## config.mk

```make
export PLATFORM = sky130hd
export DESIGN_NAME = regfile_sb
export DESIGN_NICKNAME = d
export VERILOG_FILES = /design/src/rtl/regfile_pkg.sv /design/src/rtl/regfile_sb_scoreboard.sv /design/src/rtl/regfile_sb.sv
export SDC_FILE = /design/constraint.sdc
export NUM_CORES = 2
export LEC_CHECK = 0
export BUFFER_PORTS_ARGS = -buffer_cell sky130_fd_sc_hd__clkbuf_2
export CORE_MARGIN = 3
export CORE_UTILIZATION = 36
export CTS_CLUSTER_DIAMETER = 80
export DETAILED_ROUTE_END_ITERATION = 10
export SLEW_MARGIN = 10
export SYNTH_ARGS = -nofsm -noshare
export SYNTH_HDL_FRONTEND = slang
export SYNTH_SLANG_ARGS = --single-unit
export TNS_END_PERCENT = 5
```

## constraint.sdc

```tcl
create_clock -name r_clk -period 5.5 [get_ports r_clk]
set_clock_uncertainty 0.05 [all_clocks]
set_input_delay 0.55 -clock r_clk [delete_from_list [all_inputs] [get_ports r_clk]]
set_output_delay 0.55 -clock r_clk [all_outputs]
set_load 0.01 [all_outputs]
```

## src/rtl/regfile_pkg.sv

```systemverilog
// Shared constants for the scoreboarded register file.
// Register-index constants are plain ints; users cast to their index width.
package regfile_pkg;

  localparam int DEF_DATA_W   = 32;
  localparam int DEF_NUM_REGS = 32;
  localparam int DEF_NUM_RD   = 2;

  localparam int REG_ZERO = 0;
  localparam int REG_V0   = 2;

endpackage

```

## src/rtl/regfile_sb_scoreboard.sv

```systemverilog
// Busy-bit tracker for in-flight loads.
// A set beats a clear on the same register; register 0 is never busy.
module regfile_sb_scoreboard
  import regfile_pkg::*;
#(
  parameter int NUM_REGS = DEF_NUM_REGS,
  localparam int AW = $clog2(NUM_REGS)
) (
  input  logic                r_clk,
  input  logic                reset,
  input  logic                r_clk_enable,
  input  logic                sb_set,
  input  logic [AW-1:0]       sb_reg,
  input  logic                wb_en,
  input  logic [AW-1:0]       wb_reg,
  output logic [NUM_REGS-1:0] busy,
  output logic                busy_any
);

  logic [NUM_REGS-1:0] r_busy;
  logic                r_busy_any;
  logic [NUM_REGS-1:0] w_busy_nxt;

  always_comb begin
    w_busy_nxt = r_busy;
    if (wb_en)
      w_busy_nxt[wb_reg] = 1'b0;
    if (sb_set)
      w_busy_nxt[sb_reg] = 1'b1;
    w_busy_nxt[REG_ZERO] = 1'b0;
  end

  always_ff @(posedge r_clk) begin
    if (reset) begin
      r_busy     <= '0;
      r_busy_any <= 1'b0;
    end else if (r_clk_enable) begin
      r_busy     <= w_busy_nxt;
      r_busy_any <= |w_busy_nxt;
    end
  end

  assign busy     = r_busy;
  assign busy_any = r_busy_any;

endmodule

```

## src/rtl/regfile_sb.sv

```systemverilog
// Multi-read, two-write register file with load scoreboard.
// Define REGFILE_SB_BYPASS_EN for same-cycle write-to-read forwarding.
module regfile_sb
  import regfile_pkg::*;
#(
  parameter int DATA_W   = DEF_DATA_W,
  parameter int NUM_REGS = DEF_NUM_REGS,
  parameter int NUM_RD   = DEF_NUM_RD,
  localparam int AW = $clog2(NUM_REGS)
) (
  input  logic                     r_clk,
  input  logic                     reset,
  input  logic                     r_clk_enable,
  input  logic                     wa_en,
  input  logic [AW-1:0]            wa_reg,
  input  logic [DATA_W-1:0]        wa_data,
  input  logic                     wb_en,
  input  logic [AW-1:0]            wb_reg,
  input  logic [DATA_W-1:0]        wb_data,
  input  logic                     sb_set,
  input  logic [AW-1:0]            sb_reg,
  input  logic [NUM_RD*AW-1:0]     rd_reg,
  output logic [NUM_RD*DATA_W-1:0] rd_data,
  output logic [NUM_RD-1:0]        rd_busy,
  output logic                     busy_any,
  output logic [DATA_W-1:0]        regfile_v0
);

  localparam logic [AW-1:0] ZERO_IDX = AW'(REG_ZERO);

  logic [DATA_W-1:0]   r_regs [NUM_REGS];
  logic [NUM_REGS-1:0] w_busy;

  regfile_sb_scoreboard #(
    .NUM_REGS(NUM_REGS)
  ) u_sb (
    .r_clk       (r_clk),
    .reset       (reset),
    .r_clk_enable(r_clk_enable),
    .sb_set      (sb_set),
    .sb_reg      (sb_reg),
    .wb_en       (wb_en),
    .wb_reg      (wb_reg),
    .busy        (w_busy),
    .busy_any    (busy_any)
  );

  // Port A is written last so it wins a same-register collision.
  always_ff @(posedge r_clk) begin
    if (reset) begin
      for (int i = 0; i < NUM_REGS; i++)
        r_regs[i] <= '0;
    end else if (r_clk_enable) begin
      if (wb_en && wb_reg != ZERO_IDX)
        r_regs[wb_reg] <= wb_data;
      if (wa_en && wa_reg != ZERO_IDX)
        r_regs[wa_reg] <= wa_data;
    end
  end

  for (genvar g = 0; g < NUM_RD; g++) begin : g_rd
    logic [AW-1:0]     w_idx;
    logic [DATA_W-1:0] w_data;
    logic              w_bsy;

    assign w_idx = rd_reg[g*AW +: AW];

    always_comb begin
      w_data = r_regs[w_idx];
      w_bsy  = w_busy[w_idx];
`ifdef REGFILE_SB_BYPASS_EN
      if (r_clk_enable && !reset) begin
        if (wa_en && wa_reg == w_idx)
          w_data = wa_data;
        else if (wb_en && wb_reg == w_idx)
          w_data = wb_data;
        if (wb_en && wb_reg == w_idx)
          w_bsy = 1'b0;
        if (sb_set && sb_reg == w_idx)
          w_bsy = 1'b1;
      end
`endif
      if (w_idx == ZERO_IDX) begin
        w_data = '0;
        w_bsy  = 1'b0;
      end
    end

    assign rd_data[g*DATA_W +: DATA_W] = w_data;
    assign rd_busy[g]                  = w_bsy;
  end

  if (NUM_REGS > REG_V0) begin : g_v0
    assign regfile_v0 = r_regs[AW'(REG_V0)];
  end else begin : g_no_v0
    assign regfile_v0 = '0;
  end

endmodule

```

; ---- After elaboration in Yosys (flattened, before gate mapping)
; Memories as Yosys holds them, arrays and structs flattened.
; Cells that the tools add are included.
[totals]
regBits = 32
latchBits = 0
ramBits = 1024
rom_bits = 0
inputBits = 95
wordCells = 53
mem_count = 1
[memory_table]
columns = name, words, word_bits, rd, rd_clocked_by_memory_dff, write_ports, line
row1 = r_regs, 32, 32, 3, 0, 32, regfile_sb.sv:31  ; logic [DATA_W-1:0] r_regs [NUM_REGS];
[op_classes]
addsub = 0
n_mul = 0
div = 0
order_cmp = 6
eq_ne = 0
n_shift = 0
muxes = 30
n_bitwise = 3
n_reduce_logical = 11
[ops]
columns = operator, n
row1 = $mux W32, 6
row2 = $reduce_or A32 Y1, 2
row3 = $and A32 B32 Y32, 1
row4 = $not A32 Y32, 1
row5 = $or A32 B32 Y32, 1
row6 = $reduce_or A31 Y1, 1
row7 = $lt A5 B6 Y1 const B, 4
row8 = $mux W1, 18
row9 = $bmux W1 S5, 2
row10 = $demux W1 S5, 2
row11 = $ge A5 B1 Y1 const B, 2
row12 = $logic_not A5 Y1, 2
row13 = $mux W5, 2
row14 = $reduce_bool A5 Y1, 2
row15 = $logic_and A1 B1 Y1, 4

; ---- Logic depth before layout (Yosys ltp)
[logic_depth]
word_depth = 10
ltp_mapped = 8
mapped_depth_nobuf = 6

; ---- By module
; Synthesis repeated with hierarchy kept, for this count alone.
[hier_totals]
cells_unflattened = 4181
area_unflattened_um2 = 61097.3
[modules_own_cells]
columns = module, n_inst, cells_per_inst, area_per_inst_um2
row1 = regfile_sb, 1, 3944, 59315.6
row2 = regfile_sb_scoreboard, 1, 237, 1781.7

; ---- Worst setup path before layout
; OpenSTA, ideal clock, no wires.
[synth_path]
path_kind = input to output
startpoint = in rd_reg[0]
endpoint = out rd_busy[0]
arrival_time_ns = 2.359
setup_slack_ns = 2.541
path_stages = 6
path_buffers = 3
path_cell_list = buf_2 > buf_2 > mux4_2 > mux4_2 > mux2_2 > buf_4
[synth_between]
elab_chain_cells = 3
word_cells_on_any_way = 4
cone_classes = mux: 3 / reduce/logical: 1
[synth_rtl]
columns = item, line
row1 = "start, declared", regfile_sb.sv:22  ; input logic [NUM_RD*AW-1:0] rd_reg,
row2 = $bmux W1 S5, regfile_sb.sv:70  ; w_bsy = w_busy[w_idx];
row3 = $mux W1 (not written as such), regfile_sb.sv:70
row4 = $mux W1 (*), regfile_sb.sv:83  ; if (w_idx == ZERO_IDX) begin
row5 = "end, declared", regfile_sb.sv:24  ; output logic [NUM_RD-1:0] rd_busy,
; Every way passes the cells marked *; elsewhere a longest branch is shown, timed or not. The select of a mux whose other input is x is not followed.

; ---- Worst setup path in the final report
[layout_path]
startpoint = in rd_reg[0]
endpoint = out rd_data[2]
[layout_between]
elab_chain_cells = 2
word_cells_on_any_way = 3
cone_classes = mux: 1 / reduce/logical: 1 / memory: 1
[layout_rtl]
columns = item, line
row1 = $mem_v2 Z32 W32 or $logic_not A5 Y1 (tied branches), -
row2 = $mux W32 (*), regfile_sb.sv:83
row3 = "end, declared", regfile_sb.sv:23  ; output logic [NUM_RD*DATA_W-1:0] rd_data,
; Every way passes the cells marked *; elsewhere a longest branch is shown, timed or not.

==> metrics.cfg <==
[timing]
rsz0062_at_grt=false
setup_tns_ns=0
period_needed_ns=4.19
setup_ws_ns=1.31
finalSetupViolCount=0
max_clock_freq_mhz=239
hold_viol_final=0
tightest_slew_ns=1.37
slew_viol_final=0
slew_headroom_pct=8.68
period_share_pct=76.1

[hold_path]
worstHoldPathType=in2reg

[die]
coreArea_um2=174000
pin_count=194
die_x_um=426
die_area_um2=181000
fp.dieH_um=426
initial_core_util_pct=36.3
rows=153

[setup_path]
cp_slowest_cell=buf_8
worst_setup_path_start_kind=primary input
crit_fanout=64
r2r_setup_slack_ns=3.98
crit_arrival_ns=3.59
worstPathCellList=buf_8, buf_12, mux4_2, mux4_2, mux2i_1, nor2_1, clkbuf_2
critical_path.max_stage_delay_ns=0.65
required_ns=4.90
cp_common_cell=mux4_2
end_kind=output port
path_class=in2out

[clocking]
htreeDepth=3
numCtsBuffers=114
clkTransAtPathRegs_ns=0.06
cts_root_buffer=clkbuf_16
cts_sinks=1056
cts_setup_buffers=0
cts_resized=0
cts_tree=yes
clockBufferDepth=3
clk_latency_ns=0.77
cts_hold_buf=0

[detailed_routing]
wl_um=243000
drc=0
antenna_left=0
drt_iter0_drc=7751
first_pass_iters=6
dr_total_vias=48400
wire_per_inst_um=31.6
via_per_inst=6.30

[global_routing]
grt_pass1_vias=46100
grt_usage_pct=26.4
grt_max_degree=89
grt_antenna_before_repair=15
grt-ovfl-total=0
grt_pass1_wl_um=342000

[finish]
final_common_cell=nand2_1
final_cell_mix=nand2_1, edfxtp_1, o21ai_0, mux4_2, a22o_1
area_delta_synth_final_pct=10.9
final_nets=5347
final_util_pct=40.3
drive_above_1_share_pct=23.6
stdcell_count=7690
fillCellCount=16000

[power]
vdd_drop_max_v=0.000233
power.total_mw=20.4
power_density_nw_per_um2=291
leakagePower_nw=21.6

[synth]
avgSynthCellArea_um2=11.6
ys_async_sr_fraction_pct=0
yosysWarnings=0
synth_area_um2=63400
syn_inst=5446
synth_flop_cell=edfxtp_1
synth_edf_count=1024
ys_ff_latch=1056
yosysSeqAreaShare_pct=49.5
synth_cell_type_count=48

[flow_run]
maxCapViolations=0

[place]
portBuffers=193
dp_slack_ns=1.32
gp_congestion=0.949
place_inst=7461
dpl.hpwl_um=142000

[run_status]
outcome=finished, final reports clean

## sequential cells by signal, indices dropped and copies added, names as in the netlist
register and count:
u_sb.busy 31, r_regs 1024, u_sb.busy_any 1
## synthesized netlist by cell type (4+ instances only)
cell | number | share of area, %
nand2b_1 | 8 | 0.079
o21a_1 | 10 | 0.12
a21oi_1 | 29 | 0.23
o32ai_1 | 10 | 0.14
buf_4 | 24 | 0.28
buf_6 | 9 | 0.16
a22o_1 | 192 | 2.7
nand2_1 | 1656 | 9.8
buf_2 | 55 | 0.43
mux4_2 | 658 | 23
nor2_1 | 136 | 0.81
nor3_2 | 4 | 0.063
nand4_1 | 5 | 0.049
nor3_1 | 18 | 0.14
mux2i_1 | 64 | 1.0
nand3b_1 | 9 | 0.11
dfxtp_1 | 32 | 1.0
clkbuf_1 | 556 | 3.3
nand3_1 | 8 | 0.063
mux2_2 | 4 | 0.071
or3_1 | 32 | 0.32
edfxtp_1 | 1024 | 49
buf_1 | 28 | 0.17
o21ai_0 | 841 | 6.6
## cells by family (layout without fill, tap and decap cells)
kind of cell / after synthesis / count (layout) / synth area share [%]
AND/OR/NAND/NOR: 1898 / 1898 / 11.7
AO/OA/AOI/OAI: 1092 / 1092 / 9.91
flip-flops: 1056 / 1056 / 49.5
multiplexers: 726 / 726 / 24.5
buffers and inverters: 672 / 546 / 4.34
other: 1 / 46 / 0.00592
XOR/XNOR: 1 / 1 / 0.0138
## through the flow
step                      instance area (um^2)  hold slack [ns]
final                                    70200            0.180
after global routing                     70200            0.199
after CTS                                70200            0.125
after detailed placement                 66300            0.453
after global placement                   66300            0.452
after floorplan                          63500            0.420
## metal layers
metal	global-route usage, %	routed length [um]
met2	40.4	110000
met5	0	44
met4	14.1	14200
met1	34.0	86600
met3	7.59	31800
## final timing paths
kind,from,endpoint,cells past startpoint
setup / recovery,rd_reg[0],rd_data[2],7
hold / removal,sb_reg[0],u_sb.busy[13],3
setup reg to reg,u_sb.busy[4],u_sb.busy_any,4
hold reg to reg,u_sb.busy[23],u_sb.busy[23],2
## layout make-up
type	count	area [um^2]	area share, %
multi-input combinational	3749	29800	42.5
timing repair buffer	331	2210	3.15
antenna	14	35.0	0.0499
clock buffer	132	2940	4.19
clock inverter	83	921	1.31
sequential	1056	31400	44.7
tap	2325	2910	4.14
## critical path, delay by kind of cell
kind,cells,cell delay [ns]
mux,3,1.64
buf+inv,3,1.16
simple gates,1,0.13
## report_power, final
part           internal (mW)  switching [mW]
Clock                   4.71            3.46
Combinational           1.10            1.62
Sequential              9.26           0.250
Note: power is estimated with default switching activity, not from simulation.
